### src/rtl/dac_pkg.sv
// dac_pkg: shared definitions for the serial-DAC streamer.
//   dac_state_e  - FSM state encoding (IDLE/LOAD/SHIFT/GAP)
//   PD_*         - DAC power-down mode codes carried in each frame
//   dac_clog2    - ceiling log2 used to size counters and the channel field
package dac_pkg;

  typedef enum logic [1:0] {
    ST_IDLE  = 2'd0,
    ST_LOAD  = 2'd1,
    ST_SHIFT = 2'd2,
    ST_GAP   = 2'd3
  } dac_state_e;

  localparam logic [1:0] PD_NORMAL = 2'b00;
  localparam logic [1:0] PD_1K     = 2'b01;
  localparam logic [1:0] PD_100K   = 2'b10;
  localparam logic [1:0] PD_HIZ    = 2'b11;

  function automatic int dac_clog2(input int value);
    int result;
    int v;
    result = 0;
    v      = value - 1;
    while (v > 0) begin
      result = result + 1;
      v      = v >> 1;
    end
    return result;
  endfunction

endpackage

### src/rtl/dac_spi_streamer_sclk_gen.sv
// dac_sclk_gen: SCLK divider for the DAC streamer.
//   clk, rst       system clock, async active-high reset
//   i_en           run the divider (high only while shifting)
//   o_sclk         registered serial clock, idles high
//   o_rise_tick    strobe: o_sclk goes 0->1 at the next clk edge
//   o_fall_tick    strobe: o_sclk goes 1->0 at the next clk edge
// Each SCLK half-period lasts CLK_DIV clk cycles; a period starts high.
module dac_sclk_gen
  import dac_pkg::*;
#(
  parameter int CLK_DIV = 1
) (
  input  logic clk,
  input  logic rst,
  input  logic i_en,
  output logic o_sclk,
  output logic o_rise_tick,
  output logic o_fall_tick
);

  localparam int DIV_W = (dac_clog2(CLK_DIV) > 1) ? dac_clog2(CLK_DIV) : 1;
  localparam logic [DIV_W-1:0] DIV_LAST = DIV_W'(CLK_DIV - 1);

  logic [DIV_W-1:0] r_div_cnt;
  logic             r_sclk;
  logic             w_phase_end;

  assign w_phase_end = i_en && (r_div_cnt == DIV_LAST);
  assign o_fall_tick = w_phase_end && r_sclk;
  assign o_rise_tick = w_phase_end && !r_sclk;
  assign o_sclk      = r_sclk;

  // Disabled: park high with the divider cleared so the first SHIFT cycle
  // starts a fresh high phase.
  always_ff @(posedge clk or posedge rst) begin
    if (rst) begin
      r_div_cnt <= '0;
      r_sclk    <= 1'b1;
    end else if (!i_en) begin
      r_div_cnt <= '0;
      r_sclk    <= 1'b1;
    end else if (w_phase_end) begin
      r_div_cnt <= '0;
      r_sclk    <= ~r_sclk;
    end else begin
      r_div_cnt <= r_div_cnt + 1'b1;
    end
  end

endmodule

### src/rtl/dac_spi_streamer.sv
// dac_spi_streamer: serial-DAC master. Takes one sample per valid/ready
// handshake and shifts the frame {chan, pd, data, zero pad} MSB first.
//   clk, rst                 system clock, async active-high reset
//   s_valid/s_ready          sample handshake (s_ready high only in IDLE)
//   s_data, s_chan, s_pd     sample, target channel, power-down mode
//   busy                     registered, high while a frame is in flight
//   done                     registered 1-cycle pulse as SYNC_N rises
//   dac_sclk/sync_n/din      registered DAC pins
//
// state | meaning
// IDLE  | waiting for a sample; s_ready high
// LOAD  | one cycle, SYNC_N low, MSB already on DIN
// SHIFT | FRAME_W SCLK periods, DIN advances on each rising edge
// GAP   | SYNC_N high for SYNC_GAP cycles before the next accept
module dac_spi_streamer
  import dac_pkg::*;
#(
  parameter  int DATA_W   = 8,
  parameter  int FRAME_W  = 16,
  parameter  int CHANNELS = 1,
  parameter  int CLK_DIV  = 1,
  parameter  int SYNC_GAP = 1,
  localparam int CH_W     = (dac_clog2(CHANNELS) > 1) ? dac_clog2(CHANNELS) : 1
) (
  input  logic              clk,
  input  logic              rst,
  input  logic              s_valid,
  output logic              s_ready,
  input  logic [DATA_W-1:0] s_data,
  input  logic [CH_W-1:0]   s_chan,
  input  logic [1:0]        s_pd,
  output logic              busy,
  output logic              done,
  output logic              dac_sclk,
  output logic              dac_sync_n,
  output logic              dac_din
);

  localparam int PAD_W = FRAME_W - CH_W - 2 - DATA_W;
  localparam int BIT_W = (dac_clog2(FRAME_W) > 1) ? dac_clog2(FRAME_W) : 1;
  localparam int GAP_W = (dac_clog2(SYNC_GAP) > 1) ? dac_clog2(SYNC_GAP) : 1;
  localparam logic [BIT_W-1:0] BIT_LAST = BIT_W'(FRAME_W - 1);
  localparam logic [GAP_W-1:0] GAP_LOAD = GAP_W'(SYNC_GAP - 1);

  if (PAD_W < 0 || CLK_DIV < 1 || SYNC_GAP < 1) begin : g_param_check
    $fatal(1, "dac_spi_streamer: FRAME_W too small for CH_W+2+DATA_W, or CLK_DIV/SYNC_GAP < 1");
  end

  dac_state_e         r_state;
  logic [FRAME_W-1:0] r_shreg;
  logic [BIT_W-1:0]   r_bit_cnt;
  logic [GAP_W-1:0]   r_gap_cnt;
  logic               r_last_fell;
  logic               r_sync_n;
  logic               r_done;
  logic               r_busy;

  logic [FRAME_W-1:0] w_frame;
  logic               w_accept;
  logic               w_sclk;
  logic               w_rise_tick;
  logic               w_fall_tick;

  // Left-justify the fields; the pad bits fall out of the shift as zeros.
  assign w_frame  = FRAME_W'({s_chan, s_pd, s_data}) << PAD_W;
  assign s_ready  = (r_state == ST_IDLE) && !rst;
  assign w_accept = s_valid && s_ready;

  dac_sclk_gen #(
    .CLK_DIV (CLK_DIV)
  ) u_sclk_gen (
    .clk         (clk),
    .rst         (rst),
    .i_en        (r_state == ST_SHIFT),
    .o_sclk      (w_sclk),
    .o_rise_tick (w_rise_tick),
    .o_fall_tick (w_fall_tick)
  );

  always_ff @(posedge clk or posedge rst) begin
    if (rst) begin
      r_state     <= ST_IDLE;
      r_shreg     <= '0;
      r_bit_cnt   <= '0;
      r_gap_cnt   <= '0;
      r_last_fell <= 1'b0;
      r_sync_n    <= 1'b1;
      r_done      <= 1'b0;
      r_busy      <= 1'b0;
    end else begin
      r_done <= 1'b0;
      case (r_state)
        ST_IDLE: begin
          if (w_accept) begin
            r_state     <= ST_LOAD;
            r_shreg     <= w_frame;
            r_bit_cnt   <= '0;
            r_last_fell <= 1'b0;
            r_sync_n    <= 1'b0;
            r_busy      <= 1'b1;
          end
        end
        ST_LOAD: begin
          r_state <= ST_SHIFT;
        end
        ST_SHIFT: begin
          // Once the DAC has taken the last bit, the next rising edge closes
          // the frame instead of advancing DIN.
          if (w_fall_tick && (r_bit_cnt == BIT_LAST)) begin
            r_last_fell <= 1'b1;
          end
          if (w_rise_tick) begin
            if (r_last_fell) begin
              r_state   <= ST_GAP;
              r_sync_n  <= 1'b1;
              r_done    <= 1'b1;
              r_gap_cnt <= GAP_LOAD;
            end else begin
              r_bit_cnt <= r_bit_cnt + 1'b1;
              r_shreg   <= {r_shreg[FRAME_W-2:0], 1'b0};
            end
          end
        end
        ST_GAP: begin
          if (r_gap_cnt == '0) begin
            r_state <= ST_IDLE;
            r_busy  <= 1'b0;
          end else begin
            r_gap_cnt <= r_gap_cnt - 1'b1;
          end
        end
        default: begin
          r_state <= ST_IDLE;
        end
      endcase
    end
  end

  assign dac_sclk   = w_sclk;
  assign dac_sync_n = r_sync_n;
  assign dac_din    = r_shreg[FRAME_W-1];
  assign done       = r_done;
  assign busy       = r_busy;

endmodule

### config.mk
export PLATFORM = sky130hd
export DESIGN_NAME = dac_spi_streamer
export DESIGN_NICKNAME = d
export VERILOG_FILES = /design/src/rtl/dac_pkg.sv /design/src/rtl/dac_spi_streamer_sclk_gen.sv /design/src/rtl/dac_spi_streamer.sv
export SDC_FILE = /design/constraint.sdc
export NUM_CORES = 1
export LEC_CHECK = 0
export ABC_AREA = 1
export BUFFER_PORTS_ARGS = -buffer_cell sky130_fd_sc_hd__buf_2
export CAP_MARGIN = 20
export CORE_MARGIN = 2
export CORE_UTILIZATION = 54
export DETAILED_ROUTE_END_ITERATION = 6
export GPL_ROUTABILITY_DRIVEN = 0
export PLACE_DENSITY = 0.8
export SYNTH_ARGS = -nofsm -noshare
export SYNTH_HDL_FRONTEND = slang
export SYNTH_SLANG_ARGS = --single-unit
### constraint.sdc
create_clock -name clk -period 2.3 [get_ports clk]
set_clock_uncertainty 0.2 [all_clocks]
set_input_delay 0.115 -clock clk [delete_from_list [all_inputs] [get_ports clk]]
set_output_delay 0.115 -clock clk [all_outputs]
set_load 0.005 [all_outputs]
==> impl_metrics.ini <==
[critical_path]
crit_top_cell = nand2_1
crit_chain = inv_1, ha_2, nand2_1, nand2_2, nand3_4, nand2_1, o21ai_2
worstSetupEndpointType = flip-flop
path_class = flip-flop to flip-flop
critPathLaunchType = flip-flop
required_ns = 2.30
critPathMaxFanout = 30
r2r_cells = 7
arrival_ns = 2.02
r2r_end = r_shreg[13]
cp_slowest_cell = dfrtp_1
rr_startpoint = r_state[0]
critPathMaxStageDelay_ns = 0.41
rrSetupSlack_ns = 0.29

[clock_tree]
h-tree-depth = 1
cts_root_buf = clkbuf_4
cts_buffers = 3
clkTransAtPathRegs_ns = 0.12
cts_tree = built
cts_buffer_depth = 2
clock-sinks = 23
worst_skew_pair.late_latency_ns = 0.31

[floorplanning]
die_h_um = 52.6
fp.dieW_um = 52.6
die_area_mm2 = 0.00277
core_mm2 = 0.00221
ioPinCount = 20
rows = 17
initial_utilization_pct = 57.6

[layout]
antenna_cells = 0
finalNonFillerCells = 192
layout.nets = 184
drive_above_1_share_pct = 38.4
area_growth_pct = 14.5

[synthesis]
yosysWarnings = 0
syn_inst = 138
synth_nets = 157
synth_top_area_share_pct = 41.2
yosysSeqAreaShare_pct = 45.3
synth_common_cells = 27 x nand2_1, 21 x dfrtp_1, 15 x o21ai_2
synth.most_common_cell = nand2_1
netlist_area_mm2 = 0.00127
synth_area_leaders = dfrtp_1 41%, o21ai_2 10%, nand2_1 7.9%, ha_1 4.9%, or2_2 4.9%
synth_seq_cells = 23
synth-async-reset-ratio_pct = 100
yosysTopAreaCell = dfrtp_1
synth.distinct_cells = 23
syn_avg_cell_area_um2 = 9.24
synth_ff_type = dfrtp_1
synth_edf_count = 0

[routing]
wl_met1_mm = 1.04
drt_iter0_markers = 10
drt_pass1_iterations = 4
wl_per_cell_um = 11.6
ant_nets = 0
vias = 970
wl_met3_um = 50
top_layer = met4
post_drt_via_cell_ratio = 5.05
drc = 0
wl_mm = 2.22
wl_met2_mm = 1.10

[timing]
relSlewSlack_pct = 44.1
tightest_slew_ns = 0.838
finalCritPeriodShare_pct = 87.6
max_freq_mhz = 496
setup_viol = 0
rsz0062_at_grt = false
fin_crit_ns = 2.01
finalHoldViolations = 0
finalSetupTns_ns = 0
slew_violations = 0

[min_path]
hold_end = r_shreg[13]
hold_path_class = primary input to flip-flop
hold_start = s_pd[0]
whs_path_depth = 4

[placement]
dp_hpwl_mm = 1.60
dp.cells = 181
io_buffers = 19

[power]
powerDensity_mw_per_mm2 = 1200
p_total_mw = 1.75
vdd_drop_max_mv = 0.909
power.leakage_nw = 0.733

[grt]
antenna_found_initial = 0
grt-ovfl-total = 0
grt_usage_pct = 20.3
grt_pass1_wl_mm = 4.06
grt_pass1_vias = 953
grt_max_degree = 31

[job]
drv_cap = 0

[status]
status = completed
## registers in the layout, indices dropped and copies added (netlist names)
register / flops
busy: 1
dac_sync_n: 1
done: 1
r_bit_cnt: 4
r_last_fell: 1
r_shreg: 11
r_state: 2
u_sclk_gen.o_sclk: 1
u_sclk_gen.r_div_cnt: 1
## report_power, final
group	switching (mW)	internal [mW]	leakage, nW	total (mW)
sequential	0.0908	0.558	0.288	0.648
combinational	0.563	0.360	0.427	0.923
clock	0.117	0.0649	0.0177	0.182
## how the worst max path moves through the flow
stage                        end  startpoint  slack [ns]
floorplan            r_shreg[12]  r_state[0]        0.73
global placement     r_shreg[13]  r_state[0]        0.23
detailed placement    r_shreg[7]  r_state[0]        0.14
CTS                 r_bit_cnt[2]  r_state[0]        0.13
global route          r_shreg[8]  r_state[0]        0.08
finish               r_shreg[13]  r_state[0]        0.29
## routing by layer
| layer | vias to the layer above | track usage, % |
|---|---|---|
| li1 | 496 | - |
| met2 | 12 | 33.5 |
| met4 | 0 | 9.40 |
| met5 | - | 0 |
| met3 | 4 | 3.14 |
| met1 | 458 | 26.0 |
## kinds of logic after synthesis
family | synth area share (%)
AO/OA/AOI/OAI | 17.9
AND/OR/NAND/NOR | 23.1
other | 0.294
flip-flops | 45.3
adder cells (fa/ha/maj) | 4.91
buffers and inverters | 8.54
## area by class of cell
| class | count | area [um^2] |
|---|---|---|
| Timing Repair Buffer | 28 | 180 |
| Tap cell | 28 | 35.0 |
| Multi-Input combinational cell | 96 | 591 |
| Fill cell | 187 | 752 |
| Clock buffer | 3 | 22.5 |
| Clock inverter | 1 | 5.00 |
| Sequential cell | 23 | 578 |
| Inverter | 13 | 48.8 |
## metrics by stage
| stage | hold WS (ns) | instance area [um^2] | setup WS [ns] | utilization [%] |
|---|---|---|---|---|
| 3_3_place_gp | 0.178 | 1360 | 0.234 | 61.5 |
| 4_1_cts | 0.00269 | 1460 | 0.126 | 65.9 |
| 5_1_grt | 0.00693 | 1460 | 0.0849 | 66.0 |
| 6_report | 0.0129 | 1460 | 0.285 | 66.0 |
| 3_5_place_dp | 0.177 | 1360 | 0.141 | 61.5 |
| 2_1_floorplan | -0.0846 | 1270 | 0.726 | - |
## layout by cell type (no fill, tap or decap)
cell and instances:
inv_2 2, a22oi_1 1, nand2_2 5, o21ai_1 2, o21bai_1 1, or2_0 2, o21ai_2 15, ha_2 1
nor2_1 6, nand3_2 1, clkbuf_4 3, dlygate4sd3_1 7, dfstp_2 2, clkinv_2 1, buf_4 2, dfrtp_1 21
o21ai_4 1, inv_1 11, conb_1 1, or2_2 10, buf_2 19, nand2_1 27, o21ai_0 11, nand3_4 1
ha_1 4, nand3_1 6, nand4_1 1
## worst max-delay path, delay by kind of cell, from the launching register on
kind | cells | cell delay, ns
buf+inv | 1 | 0.11
compound gates | 1 | 0.06
flops | 1 | 0.41
fa+ha+maj | 1 | 0.34
simple gates | 4 | 0.77
## timing repair
item                       4_1_cts  5_1_grt
hold endpoints to repair        29        0
gates resized for setup          0        1
hold buffers                     7        0
buffers inserted                 0        0
setup endpoints to repair        0       15
No activity file was read; power rests on OpenSTA's default activity.
